==> src/rtl/seq_divider_if.sv <==
// Divider request/response bundle: operands go in with start, results and status come back with done.
// Handshake: start is a request accepted on a rising clk edge when the unit is not busy
// (IDLE or DONE). Requests while busy are dropped. done pulses once per accepted request,
// and results and status stay valid from done until the next accepted start.
interface seq_divider_if #(
  parameter int WIDTH = 8
);
  logic             start;
  logic             signed_mode;
  logic [WIDTH-1:0] dividend;
  logic [WIDTH-1:0] divisor;
  logic             busy;
  logic             done;
  logic [WIDTH-1:0] quotient;
  logic [WIDTH-1:0] remainder;
  logic             div_by_zero;
  logic             overflow;

  modport master (
    output start, signed_mode, dividend, divisor,
    input  busy, done, quotient, remainder, div_by_zero, overflow
  );

  modport slave (
    input  start, signed_mode, dividend, divisor,
    output busy, done, quotient, remainder, div_by_zero, overflow
  );
endinterface

==> src/rtl/seq_divider.sv <==
// Self-sequenced non-restoring divider: one quotient bit per cycle, signed/unsigned mode,
// plus single-cycle handling of divide-by-zero and signed MIN/-1 overflow.
module seq_divider #(
  parameter int WIDTH = 8
) (
  input  logic          clk,
  input  logic          reset,
  seq_divider_if.slave  dif,
  output logic [1:0]    state_o
);
  localparam int CNT_W = $clog2(WIDTH + 1);
  localparam logic [CNT_W-1:0] LAST_ITER = CNT_W'(WIDTH - 1);
  localparam logic [WIDTH-1:0] MIN_VAL   = {1'b1, {(WIDTH-1){1'b0}}};

  typedef enum logic [1:0] {S_IDLE, S_CALC, S_FIX, S_DONE} state_t;

  state_t           state_q;
  logic [CNT_W-1:0] cnt_q;
  logic [WIDTH-1:0] q_q;
  logic [WIDTH:0]   r_q;
  logic [WIDTH:0]   d_q;
  logic             neg_q_q, neg_r_q;
  logic             busy_q, done_q, dbz_q, ovf_q;
  logic [WIDTH-1:0] quot_q, rem_q;

  logic             accept, sign_a, sign_b, is_zero, is_ovf;
  logic [WIDTH-1:0] mag_a, mag_b, q_final, r_final;
  logic [WIDTH:0]   shifted, r_step, r_fix;

  always_comb begin
    accept  = 1'b0;
    sign_a  = 1'b0;
    sign_b  = 1'b0;
    mag_a   = '0;
    mag_b   = '0;
    is_zero = 1'b0;
    is_ovf  = 1'b0;
    shifted = '0;
    r_step  = '0;
    r_fix   = '0;
    q_final = '0;
    r_final = '0;

    accept  = dif.start && (state_q == S_IDLE || state_q == S_DONE);
    sign_a  = dif.signed_mode & dif.dividend[WIDTH-1];
    sign_b  = dif.signed_mode & dif.divisor[WIDTH-1];
    // Negating MIN yields MIN, whose unsigned reading is the correct magnitude.
    mag_a   = sign_a ? -dif.dividend : dif.dividend;
    mag_b   = sign_b ? -dif.divisor  : dif.divisor;
    is_zero = (dif.divisor == '0);
    is_ovf  = dif.signed_mode && (dif.dividend == MIN_VAL) && (dif.divisor == '1);

    // The shift drops r_q's sign bit; modular WIDTH+1 arithmetic still lands in range.
    shifted = {r_q[WIDTH-1:0], q_q[WIDTH-1]};
    r_step  = r_q[WIDTH] ? (shifted + d_q) : (shifted - d_q);
    r_fix   = r_q[WIDTH] ? (r_q + d_q) : r_q;
    q_final = neg_q_q ? -q_q : q_q;
    r_final = neg_r_q ? -r_fix[WIDTH-1:0] : r_fix[WIDTH-1:0];
  end

  always_ff @(posedge clk or posedge reset) begin
    if (reset) begin
      state_q <= S_IDLE;
      cnt_q   <= '0;
      q_q     <= '0;
      r_q     <= '0;
      d_q     <= '0;
      neg_q_q <= 1'b0;
      neg_r_q <= 1'b0;
      busy_q  <= 1'b0;
      done_q  <= 1'b0;
      dbz_q   <= 1'b0;
      ovf_q   <= 1'b0;
      quot_q  <= '0;
      rem_q   <= '0;
    end else begin
      case (state_q)
        S_IDLE, S_DONE: begin
          done_q  <= 1'b0;
          state_q <= S_IDLE;
          if (accept) begin
            dbz_q <= 1'b0;
            ovf_q <= 1'b0;
            if (is_zero) begin
              quot_q  <= '1;
              rem_q   <= dif.dividend;
              dbz_q   <= 1'b1;
              done_q  <= 1'b1;
              state_q <= S_DONE;
            end else if (is_ovf) begin
              quot_q  <= MIN_VAL;
              rem_q   <= '0;
              ovf_q   <= 1'b1;
              done_q  <= 1'b1;
              state_q <= S_DONE;
            end else begin
              q_q     <= mag_a;
              r_q     <= '0;
              d_q     <= {1'b0, mag_b};
              neg_q_q <= sign_a ^ sign_b;
              neg_r_q <= sign_a;
              cnt_q   <= '0;
              busy_q  <= 1'b1;
              state_q <= S_CALC;
            end
          end
        end
        S_CALC: begin
          r_q   <= r_step;
          q_q   <= {q_q[WIDTH-2:0], ~r_step[WIDTH]};
          cnt_q <= cnt_q + 1'b1;
          if (cnt_q == LAST_ITER) state_q <= S_FIX;
        end
        S_FIX: begin
          quot_q  <= q_final;
          rem_q   <= r_final;
          busy_q  <= 1'b0;
          done_q  <= 1'b1;
          state_q <= S_DONE;
        end
        default: state_q <= S_IDLE;
      endcase
    end
  end

  assign dif.busy        = busy_q;
  assign dif.done        = done_q;
  assign dif.quotient    = quot_q;
  assign dif.remainder   = rem_q;
  assign dif.div_by_zero = dbz_q;
  assign dif.overflow    = ovf_q;
  assign state_o         = state_q;
endmodule

==> src/flat_wrapper.sv <==
// flat-port wrapper written by rule: the top's interface ports become plain ports
module seq_divider_flat 
#(
  parameter int WIDTH = 8
)
  (clk, reset, state_o, dif_start, dif_signed_mode, dif_dividend, dif_divisor, dif_busy, dif_done, dif_quotient, dif_remainder, dif_div_by_zero, dif_overflow);
  seq_divider_if #(.WIDTH(WIDTH)) dif_i ();
  input  logic clk;
  input  logic reset;
  output logic [1:0] state_o;
  input wire logic [$bits(dif_i.start)-1:0] dif_start;
  input wire logic [$bits(dif_i.signed_mode)-1:0] dif_signed_mode;
  input wire logic [$bits(dif_i.dividend)-1:0] dif_dividend;
  input wire logic [$bits(dif_i.divisor)-1:0] dif_divisor;
  output wire logic [$bits(dif_i.busy)-1:0] dif_busy;
  output wire logic [$bits(dif_i.done)-1:0] dif_done;
  output wire logic [$bits(dif_i.quotient)-1:0] dif_quotient;
  output wire logic [$bits(dif_i.remainder)-1:0] dif_remainder;
  output wire logic [$bits(dif_i.div_by_zero)-1:0] dif_div_by_zero;
  output wire logic [$bits(dif_i.overflow)-1:0] dif_overflow;
  assign dif_i.start = dif_start;
  assign dif_i.signed_mode = dif_signed_mode;
  assign dif_i.dividend = dif_dividend;
  assign dif_i.divisor = dif_divisor;
  assign dif_busy = dif_i.busy;
  assign dif_done = dif_i.done;
  assign dif_quotient = dif_i.quotient;
  assign dif_remainder = dif_i.remainder;
  assign dif_div_by_zero = dif_i.div_by_zero;
  assign dif_overflow = dif_i.overflow;
  seq_divider #(.WIDTH(WIDTH)) u_core (.clk(clk), .reset(reset), .dif(dif_i), .state_o(state_o));
endmodule
==> config.mk <==
export PLATFORM = sky130hd
export DESIGN_NAME = seq_divider_flat
export DESIGN_NICKNAME = d
export VERILOG_FILES = /design/src/rtl/seq_divider_if.sv /design/src/rtl/seq_divider.sv /design/src/flat_wrapper.sv
export SDC_FILE = /design/constraint.sdc
export NUM_CORES = 1
export LEC_CHECK = 0
export BUFFER_PORTS_ARGS = -buffer_cell sky130_fd_sc_hd__buf_2
export CAP_MARGIN = 20
export CORE_ASPECT_RATIO = 0.9
export CORE_MARGIN = 1
export CORE_UTILIZATION = 55
export DETAILED_ROUTE_END_ITERATION = 12
export GPL_TIMING_DRIVEN = 0
export PLACE_DENSITY_LB_ADDON = 0.05
export SYNTH_ARGS = -nofsm -noshare
export SYNTH_HDL_FRONTEND = slang
export SYNTH_SLANG_ARGS = --single-unit
==> constraint.sdc <==
create_clock -name clk -period 4 [get_ports clk]
set_clock_uncertainty 0.1 [all_clocks]
set_input_delay 0.4 -clock clk [delete_from_list [all_inputs] [get_ports clk]]
set_output_delay 0.4 -clock clk [all_outputs]
set_load 0.01 [all_outputs]
# Word-level counts from Yosys, hierarchy flattened
# Cells that the tools add are included.
dict set report classes {
  shifts 0
  mul 0
  addsub 8
  n_reduce_logical 14
  bitwise 6
  order_cmp 0
  n_div 0
  eq_ne 11
  muxes 41
}
# operator n
set op_table {}
lappend op_table {{8-bit two-way mux} 14}
lappend op_table {{8-bit case mux with 2 select lines} 3}
lappend op_table {{9-bit two-way mux} 4}
lappend op_table {{8-bit negator} 4}
lappend op_table {{9-bit case mux with 2 select lines} 1}
lappend op_table {{8-bit == test (second input constant)} 2}
lappend op_table {{4-bit two-way mux} 3}
lappend op_table {{4-bit AND reduction} 3}
lappend op_table {{9-bit by 8-bit adder with 9-bit output} 1}
lappend op_table {{9-bit by 8-bit subtractor with 9-bit output} 1}
lappend op_table {{8-bit adder} 1}
lappend op_table {{8-bit logical NOT} 1}
lappend op_table {{1-bit two-way mux} 8}
lappend op_table {{2-bit two-way mux} 4}
lappend op_table {{4-bit case mux with 2 select lines} 1}
lappend op_table {{2-bit case mux with 3 select lines} 1}
lappend op_table {{4-bit by 1-bit adder with 4-bit output (second input constant)} 1}
lappend op_table {{2-bit == test (second input constant)} 2}
lappend op_table {{4-bit by 3-bit == test with 1-bit output (second input constant)} 1}
lappend op_table {{2-bit by 1-bit != test with 1-bit output (second input constant)} 2}
lappend op_table {{2-bit != test (second input constant)} 2}
lappend op_table {{1-bit case mux with 2 select lines} 2}
lappend op_table {{2-bit nonzero test} 2}
lappend op_table {{1-bit logical AND} 3}
lappend op_table {{other kinds (10)} 13}
dict set report word_totals {
  mem_bits_ro 0
  word_cells 93
  memories 0
  ff_bits 53
  mem_bits_rw 0
  input_bits 20
  latch_bits 0
  output_inout_bits 22
}

# Logic depth before layout (Yosys ltp)
# Gate-level depths: netlist of the first run.
dict set report logic_depth {
  depth_word 7
  mapped_depth 12
  depth_no_buf 12
}

# Worst setup path before layout of the first run
# Ideal clock, no wire load.
dict set report synth_path {
  path_kind {register to register}
  startpoint {reg u_core.r_q[8]}
  endpoint {reg u_core.r_q[7]}
  setup_time_ns 0.130
  t_required_ns 3.770
  n_path_buf 2
  path_stages_with_launch 12
  arrival_time_ns 2.762
  period_less_slack_ns 2.992
  slack_ns 1.008
  cell_sequence {dfrtp_1 clkbuf_1 buf_1 mux2_2 ha_1 a21o_1 a21oi_1 nor2b_1 o21a_1 o41ai_1 xor2_1 o21ai_0}
}
dict set report synth_via {
  elab_chain_len 2
}
# element line
set synth_lines {}
lappend synth_lines {{start: declaration} seq_divider.sv:20} ;# logic [WIDTH:0] r_q;
lappend synth_lines {{start signal: assignment} seq_divider.sv:109} ;# r_q <= r_step;
lappend synth_lines {{9-bit two-way mux} seq_divider.sv:55} ;# r_step = r_q[WIDTH] ? (shifted + d_q) : (shifted - d_q);
lappend synth_lines {{9-bit case mux with 2 select lines} seq_divider.sv:77} ;# case (state_q)
# No other way between the ends.
# A chain may end at the register's enable or synchronous reset.

# Worst setup path in the final report of the first run
# Same ends and word-level chain as after synthesis.

==> summary.md, run 1 <==
| Metric | Value |
|---|---|
| Startpoint Class | flip-flop |
| First-pass GRT wire length | 14.8 mm |
| HP Class | primary input to async pin |
| Cell area after synthesis | 3750 sq um |
| Synth top area cells | dfrtp_1 35%, ha_1 8.0%, o21ai_0 5.9%, a21oi_1 5.7%, nand2_1 5.4% |
| Largest net degree at the start of global routing | 29 |
| Period minus WS final | 3.53 ns |
| Core Region | 6590 sq um |
| Switch share | approximately half |
| Final setup TNS | 0 ns |
| Clk pwr share | 8.5% |
| Share of cells above drive strength 1 | 12.7% |
| TritonRoute pass-1 iters | 5 |
| Gr ovfl total | 0 |
| Synth Register Bits | 53 |
| PnR Total Power | ~3.6 mW |
| Diode count | 0 |
| CP delay by family, top | compound AO/OA/AOI/OAI gates |
| CP Max Fanout | 10 |
| CTS tree | done |
| Crit. End Element | flip-flop |
| CTS root buffer | clkbuf_8 |
| Syn nets | 493 |
| Worst vdd ir | 0.423 mV |
| # IOs | 42 |
| Max-cap viol count | 0 |
| Switch Pwr | 1.73 mW |
| Sequential-to-total area share from yosys stat | approximately 35% |
| Worst-Skew Late Latency | 0.30 ns |
| Main synth FF type | dfrtp_1 |
| RR Startpoint | u_core.r_q[8] |
| Rel. slew slack | about three fifths |
| Via density | about 5.7 |
| Top cell type's share of synthesized area | between 30% and 40% |
| DRC violations left | 0 |
| Post-synth EDFFs | 0 |
| Worst slew pin tran | about 0.57 ns |
| Clock Path Buffers | 2 |
| FFs w/ async S/R, synth | 100% |
| Worst path buffer plus inverter count | 2 |
| Non-Filler Instances | 586 |
| Largest area contributor in the synthesized netlist | dfrtp_1 |
| GRT Overall Usage | 26.7% |
| Die Y | about 80 um |
| Routability cong. | about 0.93 |
| R2R setup slack | around 0.47 ns |
| Crit Path Category | flip-flop to flip-flop |
| Post-CTS setup buffers | 0 |
| Worst Slack Setup Final | 0.468 ns |
| # nets final | around 540 |
| CP Cell Sequence | clkbuf_1 -> buf_1 -> mux2_2 -> ha_1 -> a21o_1 -> a21oi_1 -> nor2b_1 -> o21a_1 -> o41ai_1 -> xor2_1 -> o21ai_0 |
| Yosys warnings | 0 |
| HPWL after detailed placement | 6.85 mm |
| Power density cells | 863 nW/um^2 |
| Dpl cells | 578 |
| Vias | about 3300 |
| Crit-path slowest cell | dfrtp_1 |
| Worst flop-to-flop path endpoint | u_core.r_q[7] |
| Worst setup path end | u_core.r_q[7] |
| Fmax | 283 MHz |
| Final worst-path cycle share | 88.3% |
| Crit path arrival time | 3.61 ns |
| Commonest non-fill, non-tap cells in the layout | 54 x nand2_1, 54 x nor2_1, 53 x dfrtp_1 |
| Mapped Cells | 447 |
| H-tree Lvls | 2 |
| Internal power | ~1.9 mW |
| Post-CTS sizing | 0 |
| Critical path required time | 4.08 ns |
| Critical Path Stages | 11 |
| Synthesized area per cell | about 8.4 sq um |
| Num CTS Buffers | 5 |
| PortBufs | 40 |
| Distinct cell type count after synthesis | 56 |
| Initial antenna violation count | 0 |
| Clk sinks | 53 |
| Worst Reg2Reg Path Length in Cells | 11 |
| Final setup vio count | 0 |
| Post-route ant nets | 0 |
| Peak per-stage delay on the critical path | 0.48 ns |
| Die Footprint | roughly 7100 sq um |
| Slew Limit Fails | 0 |
| Pleak | 1.87 nW |
| Mean routed wirelength per cell | 15.0 um |
| Syn-to-layout area delta | 11.2% |
| Clock slew seen by the registers of the worst setup and hold paths | 0.10 ns |
| RSZ-0062 raised after global routing | false |
| Pre-CTS setup slack | approximately 0.55 ns |
| Vias in the first global route | 3078 |
| Final WL | approximately 9 mm |
| Critical Path Start | u_core.r_q[8] |
| Combinational share of power | 63.0% |
| Initial Util | 56.9% |
| Register share of total power | 28.5% |
| WHS | 0.0382 ns |
| Die width | between 80 and 90 um |
| Final Hold Vio Count | 0 |
| Num rows | 28 |
| DRT iter0 DRCs | 230 |
| CTS Hold Bufs | 0 |
| Status | finished clean |
## power by group through the flow
stage	Combinational (mW)	Sequential (mW)	Clock, mW
4_1_cts	2.27	1.02	0.308
3_3_place_gp	2.20	1.02	0
6_report	2.27	1.02	0.306
2_1_floorplan	1.71	1.01	0
3_5_place_dp	2.25	1.03	0
5_1_grt	2.60	1.06	0.327
## metal layers
layer,up-vias,routed length (um),global-route usage [%]
met5,-,0,0
met4,0,31,3.81
met3,6,571,2.98
met2,99,3820,41.5
met1,1561,4350,40.8
li1,1670,-,-
## through the flow
step	utilization (%)	area [sq um]
after global placement	61.6	4060
after floorplan	-	3750
after detailed placement	61.9	4080
final	63.3	4170
after CTS	63.3	4170
after global routing	63.3	4170
## worst min-delay path by stage
stage                                         to  slack, ns  depth (start not counted)
after global routing              u_core.neg_q_q       0.10                          2
after CTS                          u_core.r_q[7]       0.06                          2
after floorplan                  u_core.cnt_q[0]       0.39                          1
after global placement    u_core.dif.div_by_zero       0.37                          2
after detailed placement  u_core.dif.div_by_zero       0.37                          2
final                              u_core.r_q[7]       0.04                          2
## cells by family (layout without fill, tap and decap cells)
logic type | count (synthesis) | count (layout) | synth area share, %
and+or+nand+nor | 154 | 154 | 18.9
AOI/OAI and AO/OA | 133 | 133 | 21.4
DFF | 53 | 53 | 35.4
xor gates and xnor gates | 37 | 37 | 8.65
buffers and inverters | 37 | 86 | 4.67
adders and majority gates | 26 | 26 | 9.08
muxes | 7 | 7 | 1.90
## cell type report
cell class                      count  area [sq um]
Buffer                             18           104
Clock buffer                        6          72.6
Clock inverter                      2          15.0
Fill cell                         612          2420
Inverter                           19          71.3
Multi-Input combinational cell    357          2250
Sequential cell                    53          1330
Tap cell                           90           113
Timing Repair Buffer               41           220
## synthesized netlist by cell type (all sizes together), types with 6 or more instances
library cell  instances
or3                   6
a31oi                 6
dfrtp                53
ha                   24
nor3                  9
nor2                 54
nand2                54
clkbuf                9
buf                   9
inv                  19
o31ai                 6
mux2i                 6
xor2                 18
o21ai                46
xnor2                19
nand3                 6
nand2b                6
a21oi                44
## sequential cells by signal, indices dropped and copies added (netlist names)
signal,count
u_core.cnt_q,4
u_core.dif.done,1
u_core.state_o,2
u_core.dif.quotient,8
u_core.neg_q_q,1
u_core.dif.div_by_zero,1
u_core.dif.busy,1
u_core.d_q,8
u_core.dif.remainder,8
u_core.dif.overflow,1
u_core.r_q,9
u_core.neg_r_q,1
u_core.q_q,8
Power figures use the tool's default switching activity.
==> inputs of run 2 (changes only) <==
ABC_AREA = 1   (was unset)
CORE_UTILIZATION = 59   (was 55)
==> run 2 against run 1 <==
Net effect: cell area rose by 4.4%; flip-flop and latch count unchanged; wire length increased by 10%; via count rose by 11%; count of clock-buffer cells in the layout did not move; hold slack worse by 0.0035 ns; sequential power hardly changed; total power up 12%; largest cell class unchanged; largest power group unchanged.
==> summary.md, run 2 <==
| Metric | Value |
|---|---|
| Max reg flops | 9 (unchanged) |
| Routability cong. | 1.02 (was 0.929) |
| Met3 usage | 5.82% (was 2.98%) |
| Die Y | 79.1 um (was 80.3 um) |
| Largest area contributor in the synthesized netlist | dfrtp_1 (unchanged) |
| Power density cells | 926 nW/um^2 (was 863 nW/um^2) |
| Crit Path Category | flip-flop to flip-flop (unchanged) |
| Pre-CTS setup slack | 1.17 ns (was 0.554 ns) |
| Worst vdd ir | 0.456 mV (was 0.423 mV) |
| Post-CTS sizing | 0 (unchanged) |
| # nets final | 624 (was 541) |
| Post-CTS setup buffers | 0 (unchanged) |
| Largest net degree at the start of global routing | 30 (was 29) |
| Final setup TNS | 0 ns (unchanged) |
| Post-synth EDFFs | 0 (unchanged) |
| Met2 Use GR | 48.4% (was 41.5%) |
| H-tree Lvls | 2 (unchanged) |
| Vias in the first global route | 3385 (was 3078) |
| Max-cap viol count | 0 (unchanged) |
| Initial Util | 62.3% (was 56.9%) |
| Vias | 3703 (was 3336) |
| Status | finished clean (unchanged) |
| Via density | 5.56 (was 5.69) |
| CTS root buffer | clkbuf_8 (unchanged) |
| CTS Hold Bufs | 0 (unchanged) |
| HPWL after detailed placement | 7.61 mm (was 6.85 mm) |
| Main synth FF type | dfrtp_1 (unchanged) |
| PnR Total Power | 4.03 mW (was 3.60 mW) |
| Diode count | 0 (unchanged) |
| Yosys warnings | 0 (unchanged) |
| Num CTS Buffers | 5 (unchanged) |
| Top cell type's share of synthesized area | 34.1% (was 35.4%) |
| First-pass GRT wire length | 16.0 mm (was 14.8 mm) |
| Clock Path Buffers | 2 (unchanged) |
| Mean routed wirelength per cell | 14.5 um (was 15.0 um) |
| GRT Overall Usage | 30.1% (was 26.7%) |
| # IOs | 42 (unchanged) |
| Worst Slack Setup Final | 1.10 ns (was 0.468 ns) |
| Final Hold Vio Count | 0 (unchanged) |
| Critical path required time | 4.15 ns (was 4.08 ns) |
| Gr busiest metal | met2 (unchanged) |
| Crit. End Element | flip-flop (unchanged) |
| Commonest non-fill, non-tap cells in the layout | 119 x nand2_1, 63 x inv_1, 53 x nor2_1, 53 x dfrtp_1, 44 x buf_2 (was 54 x nand2_1, 54 x nor2_1, 53 x dfrtp_1) |
| Final worst-path cycle share | 72.6% (was 88.3%) |
| Crit-path slowest cell | dfrtp_1 (unchanged) |
| Die width | 87.6 um (was 89.0 um) |
| Synth Register Bits | 53 (unchanged) |
| Gr ovfl total | 0 (unchanged) |
| Syn nets | 575 (was 493) |
| Peak per-stage delay on the critical path | 0.47 ns (was 0.48 ns) |
| Clk sinks | 53 (unchanged) |
| Final setup vio count | 0 (unchanged) |
| Largest Register | u_core.r_q (unchanged) |
| HP Class | primary input to async pin (unchanged) |
| Top-count cell post-synth | nand2_1 |
| Distinct cell type count after synthesis | 39 (was 56) |
| Slew Limit Fails | 0 (unchanged) |
| CTS tree | done (unchanged) |
| Met1 Use GR | 42.0% (was 40.8%) |
| Synthesized area per cell | 7.36 sq um (was 8.38 sq um) |
| FFs w/ async S/R, synth | 100% (unchanged) |
| Mapped Cells | 529 (was 447) |
| DRT iter0 DRCs | 294 (was 230) |
| Cell area after synthesis | 3890 sq um (was 3750 sq um) |
| Syn-to-layout area delta | 11.7% (was 11.2%) |
| TritonRoute pass-1 iters | 5 (unchanged) |
| Pleak | 2.20 nW (was 1.87 nW) |
| CP Cell Sequence | inv_1 -> ha_1 -> inv_1 -> o21ai_0 -> inv_1 -> fa_1 -> o21ai_0 -> a21oi_1 -> a21oi_1 -> o21ai_0 -> nand2_1 -> o21a_1 (was clkbuf_1 -> buf_1 -> mux2_2 -> ha_1 -> a21o_1 -> a21oi_1 -> nor2b_1 -> o21a_1 -> o41ai_1 -> xor2_1 -> o21ai_0) |
| Synth top area cells | dfrtp_1 34%, nand2_1 11%, ha_1 7.7%, inv_1 6.2%, a21oi_1 5.3% (was dfrtp_1 35%, ha_1 8.0%, o21ai_0 5.9%, a21oi_1 5.7%, nand2_1 5.4%) |
| PortBufs | 41 (was 40) |
| Initial antenna violation count | 0 (unchanged) |
| Die Footprint | 6930 sq um (was 7150 sq um) |
| Commonest non-fill, non-tap cell in the layout | nand2_1 |
| CP Max Fanout | 5 (was 10) |
| DRC violations left | 0 (unchanged) |
| Period minus WS final | 2.90 ns (was 3.53 ns) |
| Clock slew seen by the registers of the worst setup and hold paths | 0.10 ns (about the same) |
| Crit path arrival time | 3.05 ns (was 3.61 ns) |
| Post-route ant nets | 0 (unchanged) |
| Core Region | 6250 sq um (was 6590 sq um) |
| Worst slew pin tran | 0.568 ns (was 0.569 ns) |
| RSZ-0062 raised after global routing | false (unchanged) |
| Num rows | 27 (was 28) |
| Startpoint Class | flip-flop (unchanged) |
| Final WL | 9.66 mm (was 8.78 mm) |
| Worst-Skew Late Latency | 0.31 ns (was 0.30 ns) |
| Share of cells above drive strength 1 | 14.7% (was 12.7%) |
| Sequential-to-total area share from yosys stat | 34.1% (was 35.4%) |
| Synth top cells by count | 119 x nand2_1, 64 x inv_1, 53 x dfrtp_1, 53 x nor2_1, 41 x a21oi_1 (was 54 x nand2_1, 54 x nor2_1, 53 x dfrtp_1, 44 x o21ai_0, 43 x a21oi_1) |
| Rel. slew slack | 62.1% (was 62.0%) |
| Fmax | 344 MHz (was 283 MHz) |
## run 2: cell types whose count changed in the layout (fill, tap and decap cells not counted), moves of 6 or more
cell      previous run  this run
nand2b_1             6         0
o22ai_1              1        10
clkbuf_1            10         4
nand2_1             54       119
o31ai_1              6         0
mux2i_1              6         0
or3_1                6         0
inv_1               18        63
xnor2_1             19         7
a31oi_1              6         0
a21oi_2              0         8
nand3_1              6        34
## run 2: cell type report
type / count / area, sq um
multi-input cells: 396 / 2230
fillers: 528 / 1900
flip-flops and latches: 53 / 1330
inverters: 68 / 255
repair buffers: 42 / 225
well taps: 87 / 109
plain buffers: 12 / 86.3
clock buffers: 6 / 82.6
clock inverters: 2 / 37.5
## run 2: metrics by stage
stage / util, % / hold WS [ns] / std cells / cell area (sq um)
floorplan: - / 0.367 / 529 / 3890
global placement: 67.3 / 0.358 / 657 / 4210
detailed placement: 67.7 / 0.364 / 658 / 4230
CTS: 69.6 / 0.0474 / 666 / 4350
global route: 69.6 / 0.0647 / 666 / 4350
finish: 69.6 / 0.0347 / 666 / 4350
## run 2: metal layers
| layer | up-vias | wire, um | part of all wire [%] |
|---|---|---|---|
| li1 | 1842 | - | - |
| met1 | 1721 | 4560 | 47 |
| met2 | 130 | 4330 | 45 |
| met3 | 10 | 687 | 7.1 |
| met4 | 0 | 80 | 0.83 |
| met5 | - | 0 | 0 |
## run 2: kinds of logic (layout without fill, tap and decap cells)
| family | count (synthesis) | after routing | synth area share [%] |
|---|---|---|---|
| simple gates | 232 | 232 | 26.1 |
| flops | 53 | 53 | 34.1 |
| compound gates | 118 | 118 | 17.8 |
| fa+ha+maj | 26 | 26 | 8.74 |
| buf+inv | 80 | 130 | 8.77 |
| xor+xnor | 20 | 20 | 4.50 |
## run 2: worst paths after layout
path	from	end	slack [ns]	depth (start not counted)
min in group clk	dif_divisor[0]	u_core.d_q[0]	0.29	3
hold reg to reg	u_core.dif.remainder[1]	u_core.dif.remainder[1]	0.39	2
max in group asynchronous	reset	u_core.d_q[4]	3.21	3
hold / removal	reset	u_core.dif.remainder[1]	0.03	2
setup / recovery	u_core.d_q[1]	u_core.r_q[8]	1.10	12
setup reg to reg	u_core.d_q[1]	u_core.r_q[8]	1.10	12
## run 2: power by group
group	internal [mW]	total, mW	leakage [nW]	switching [mW]
logic	0.997	2.64	1.49	1.64
clock network	0.204	0.386	0.0574	0.182
registers	0.782	1.00	0.659	0.217
## run 2: worst max-delay path: cells and delay by family, from the launching register on
kind	cells	cell delay, ns
AOI/OAI and AO/OA	6	1.23
and+or+nand+nor	1	0.10
adders and majority gates	2	0.72
DFF	1	0.47
buffers and inverters	3	0.22
==> inputs of run 3 (changes only) <==
clock period = 2.8 ns   (was 4 ns; I/O delays follow)
==> run 3 against run 2 <==
Net effect: utilization is 0.28 points higher; final cell count is 0.15% higher; first-iteration DRC count is 0.34% lower; fmax is 10% higher; via count is 0.54% higher; hold slack better by 0.14 ns; count of clock-buffer cells in the layout stayed put; non-clock buffer count is 1 higher; total power is 43% higher; sequential power is 43% higher; sequential share of layout area is 0.065 points lower.
==> summary.md, run 3 (same netlist as run 2, synthesis figures left out) <==
| Metric | Value |
|---|---|
| Status | finished clean (unchanged) |
| # IOs | 42 (unchanged) |
| Period minus WS final | 2.63 ns (was 2.90 ns) |
| RR Startpoint | u_core.d_q[1] (unchanged) |
| Pleak | 2.21 nW (was 2.20 nW) |
| Initial antenna violation count | 0 (unchanged) |
| Rel. slew slack | 62.1% (about the same) |
| Largest Register | u_core.r_q (unchanged) |
| Crit Path Category | flip-flop to flip-flop (unchanged) |
| Power density cells | 1320 nW/um^2 (was 926 nW/um^2) |
| H-tree Lvls | 2 (unchanged) |
| Worst vdd ir | 0.654 mV (was 0.456 mV) |
| R2R setup slack | 0.17 ns (was 1.10 ns) |
| Final worst-path cycle share | 93.9% (was 72.6%) |
| Clk pwr share | 9.5% (was 9.6%) |
| Final WL | 9.64 mm (was 9.66 mm) |
| Worst flop-to-flop path endpoint | u_core.q_q[0] (was u_core.r_q[8]) |
| Max-cap viol count | 0 (unchanged) |
| Combinational share of power | 65.7% (was 65.6%) |
| Via density | 5.58 (was 5.56) |
| Fmax | 381 MHz (was 344 MHz) |
| Initial Util | 62.3% (unchanged) |
| Largest net degree at the start of global routing | 30 (unchanged) |
| CTS tree | done (unchanged) |
| Post-route ant nets | 0 (unchanged) |
| Die Y | 79.1 um (unchanged) |
| DRT iter0 DRCs | 293 (was 294) |
| Vias in the first global route | 3385 (unchanged) |
| Worst slew pin tran | 0.568 ns (about the same) |
| Max reg flops | 9 (unchanged) |
| Commonest non-fill, non-tap cell in the layout | nand2_1 (unchanged) |
| # nets final | 625 (was 624) |
| PnR Total Power | 5.77 mW (was 4.03 mW) |
| TritonRoute pass-1 iters | 5 (unchanged) |
| HP Class | primary input to flip-flop (was primary input to async pin) |
| Clk sinks | 53 (unchanged) |
| Final setup TNS | 0 ns (unchanged) |
| Placement Cell Area | 4230 sq um (unchanged) |
| Peak per-stage delay on the critical path | 0.45 ns (was 0.47 ns) |
| Clock Path Buffers | 2 (unchanged) |
| Startpoint Class | flip-flop (unchanged) |
| Routability cong. | 1.02 (unchanged) |
| Worst Slack Setup Final | 0.172 ns (was 1.10 ns) |
| Worst-Skew Late Latency | 0.31 ns (about the same) |
| Switch Pwr | 2.93 mW (was 2.04 mW) |
| CTS root buffer | clkbuf_8 (unchanged) |
| CP Cell Sequence | inv_1 -> ha_1 -> inv_1 -> o21ai_0 -> inv_1 -> fa_1 -> o21ai_2 -> a21oi_1 -> a21oi_1 -> o21ai_0 -> nand2_1 -> o22ai_1 (was inv_1 -> ha_1 -> inv_1 -> o21ai_0 -> inv_1 -> fa_1 -> o21ai_0 -> a21oi_1 -> a21oi_1 -> o21ai_0 -> nand2_1 -> o21a_1) |
| Diode count | 0 (unchanged) |
| HPWL after detailed placement | 7.61 mm (unchanged) |
| Final Hold Vio Count | 0 (unchanged) |
| Die Footprint | 6930 sq um (unchanged) |
| Share of cells above drive strength 1 | 15.3% (was 14.7%) |
| CP delay by family, top | compound AO/OA/AOI/OAI gates (unchanged) |
| Internal power | 2.84 mW (was 1.98 mW) |
| Mean routed wirelength per cell | 14.4 um (was 14.5 um) |
| Most used cell, CP | inv_1 |
| Crit-path slowest cell | fa_1 (was dfrtp_1) |
| Post-CTS setup buffers | 0 (unchanged) |
| Syn-to-layout area delta | 12.1% (was 11.7%) |
| Worst path buffer plus inverter count | 3 (unchanged) |
| Register share of total power | 24.8% (about the same) |
| Worst Reg2Reg Path Length in Cells | 12 (unchanged) |
| Fill count | 527 (was 528) |
| Gr ovfl total | 0 (unchanged) |
| Switch share | 50.7% (was 50.8%) |
| Num CTS Buffers | 5 (unchanged) |
| Post-Layout Inst Area | 4370 sq um (was 4350 sq um) |
| First-pass GRT wire length | 16.0 mm (unchanged) |
| Die width | 87.6 um (unchanged) |
| DRC violations left | 0 (unchanged) |
| Worst setup path end | u_core.q_q[0] (was u_core.r_q[8]) |
| Pre-CTS setup slack | -0.0307 ns (was 1.17 ns) |
| Crit. End Element | flip-flop (unchanged) |
| Slew Limit Fails | 0 (unchanged) |
| Core Region | 6250 sq um (unchanged) |
| Num rows | 27 (unchanged) |
| CP Max Fanout | 5 (unchanged) |
| Critical Path Stages | 12 (unchanged) |
| GRT Overall Usage | 30.1% (unchanged) |
| Final setup vio count | 0 (unchanged) |
| Crit path arrival time | 2.72 ns (was 3.05 ns) |
| Critical Path Start | u_core.d_q[1] (unchanged) |
| Critical path required time | 2.90 ns (was 4.15 ns) |
| PortBufs | 41 (unchanged) |
| Commonest non-fill, non-tap cells in the layout | 119 x nand2_1, 63 x inv_1, 53 x nor2_1 (was 119 x nand2_1, 63 x inv_1, 53 x nor2_1, 53 x dfrtp_1, 44 x buf_2) |
| Vias | 3723 (was 3703) |
| Clock slew seen by the registers of the worst setup and hold paths | 0.09 ns (was 0.10 ns) |
-- run 3: cell count changes in the layout (fill, tap and decap cells not counted), sizes merged --
cell | previous run | this run
dlygate4sd3 | 0 | 1
-- run 3: power by group through the flow --
stage	registers, mW	clock network [mW]	logic (mW)
final	1.43	0.548	3.79
after global routing	1.47	0.585	4.29
after CTS	1.42	0.550	3.75
after detailed placement	1.43	0	3.72
after global placement	1.41	0	3.62
after floorplan	1.41	0	2.84
-- run 3: area by class of cell --
type	instances	area (sq um)	share of cell area, %
multi-input cells	396	2230	51.1
flip-flops and latches	53	1330	30.4
inverters	68	255	5.85
repair buffers	43	235	5.39
well taps	87	109	2.49
plain buffers	12	87.6	2.01
clock buffers	6	82.6	1.89
clock inverters	2	37.5	0.860
-- run 3: worst min path at each step --
stage,from,endpoint,cells after the start
after floorplan,dif_divisor[7],u_core.d_q[7],2
after global placement,u_core.dif.remainder[1],u_core.dif.remainder[1],2
after detailed placement,reset,u_core.dif.remainder[6],2
after CTS,dif_divisor[0],u_core.d_q[0],3
after global routing,dif_dividend[3],u_core.dif.remainder[3],3
final,dif_divisor[0],u_core.d_q[0],3
-- run 3: metrics by stage --
step,util [%],cells,hold slack (ns)
final,69.9,667,0.171
after CTS,69.7,667,0.186
after floorplan,-,529,0.344
after global placement,67.3,657,0.358
after detailed placement,67.7,658,0.261
after global routing,69.9,667,0.190
-- run 3: what timing repair did --
item | 4_1_cts | 5_1_grt
pin swaps | 0 | 0
resized for setup | 1 | 5
hold buffers | 1 | 0
endpoints found under the hold margin | 24 | 0
endpoints found under the setup margin | 2 | 3
-- run 3: worst min-delay path: cells and delay by family --
| kind | cells | cell delay (ns) |
|---|---|---|
| AO/OA/AOI/OAI | 1 | 0.08 |
| buffers and inverters | 2 | 0.18 |
-- run 3: metal layers --
layer	routed length (um)	share of wire (%)	GRT usage, %
met3	675	7.0	5.82
met1	4550	47	42.0
met4	97	1.0	7.21
met5	0	0	0
met2	4310	45	48.4
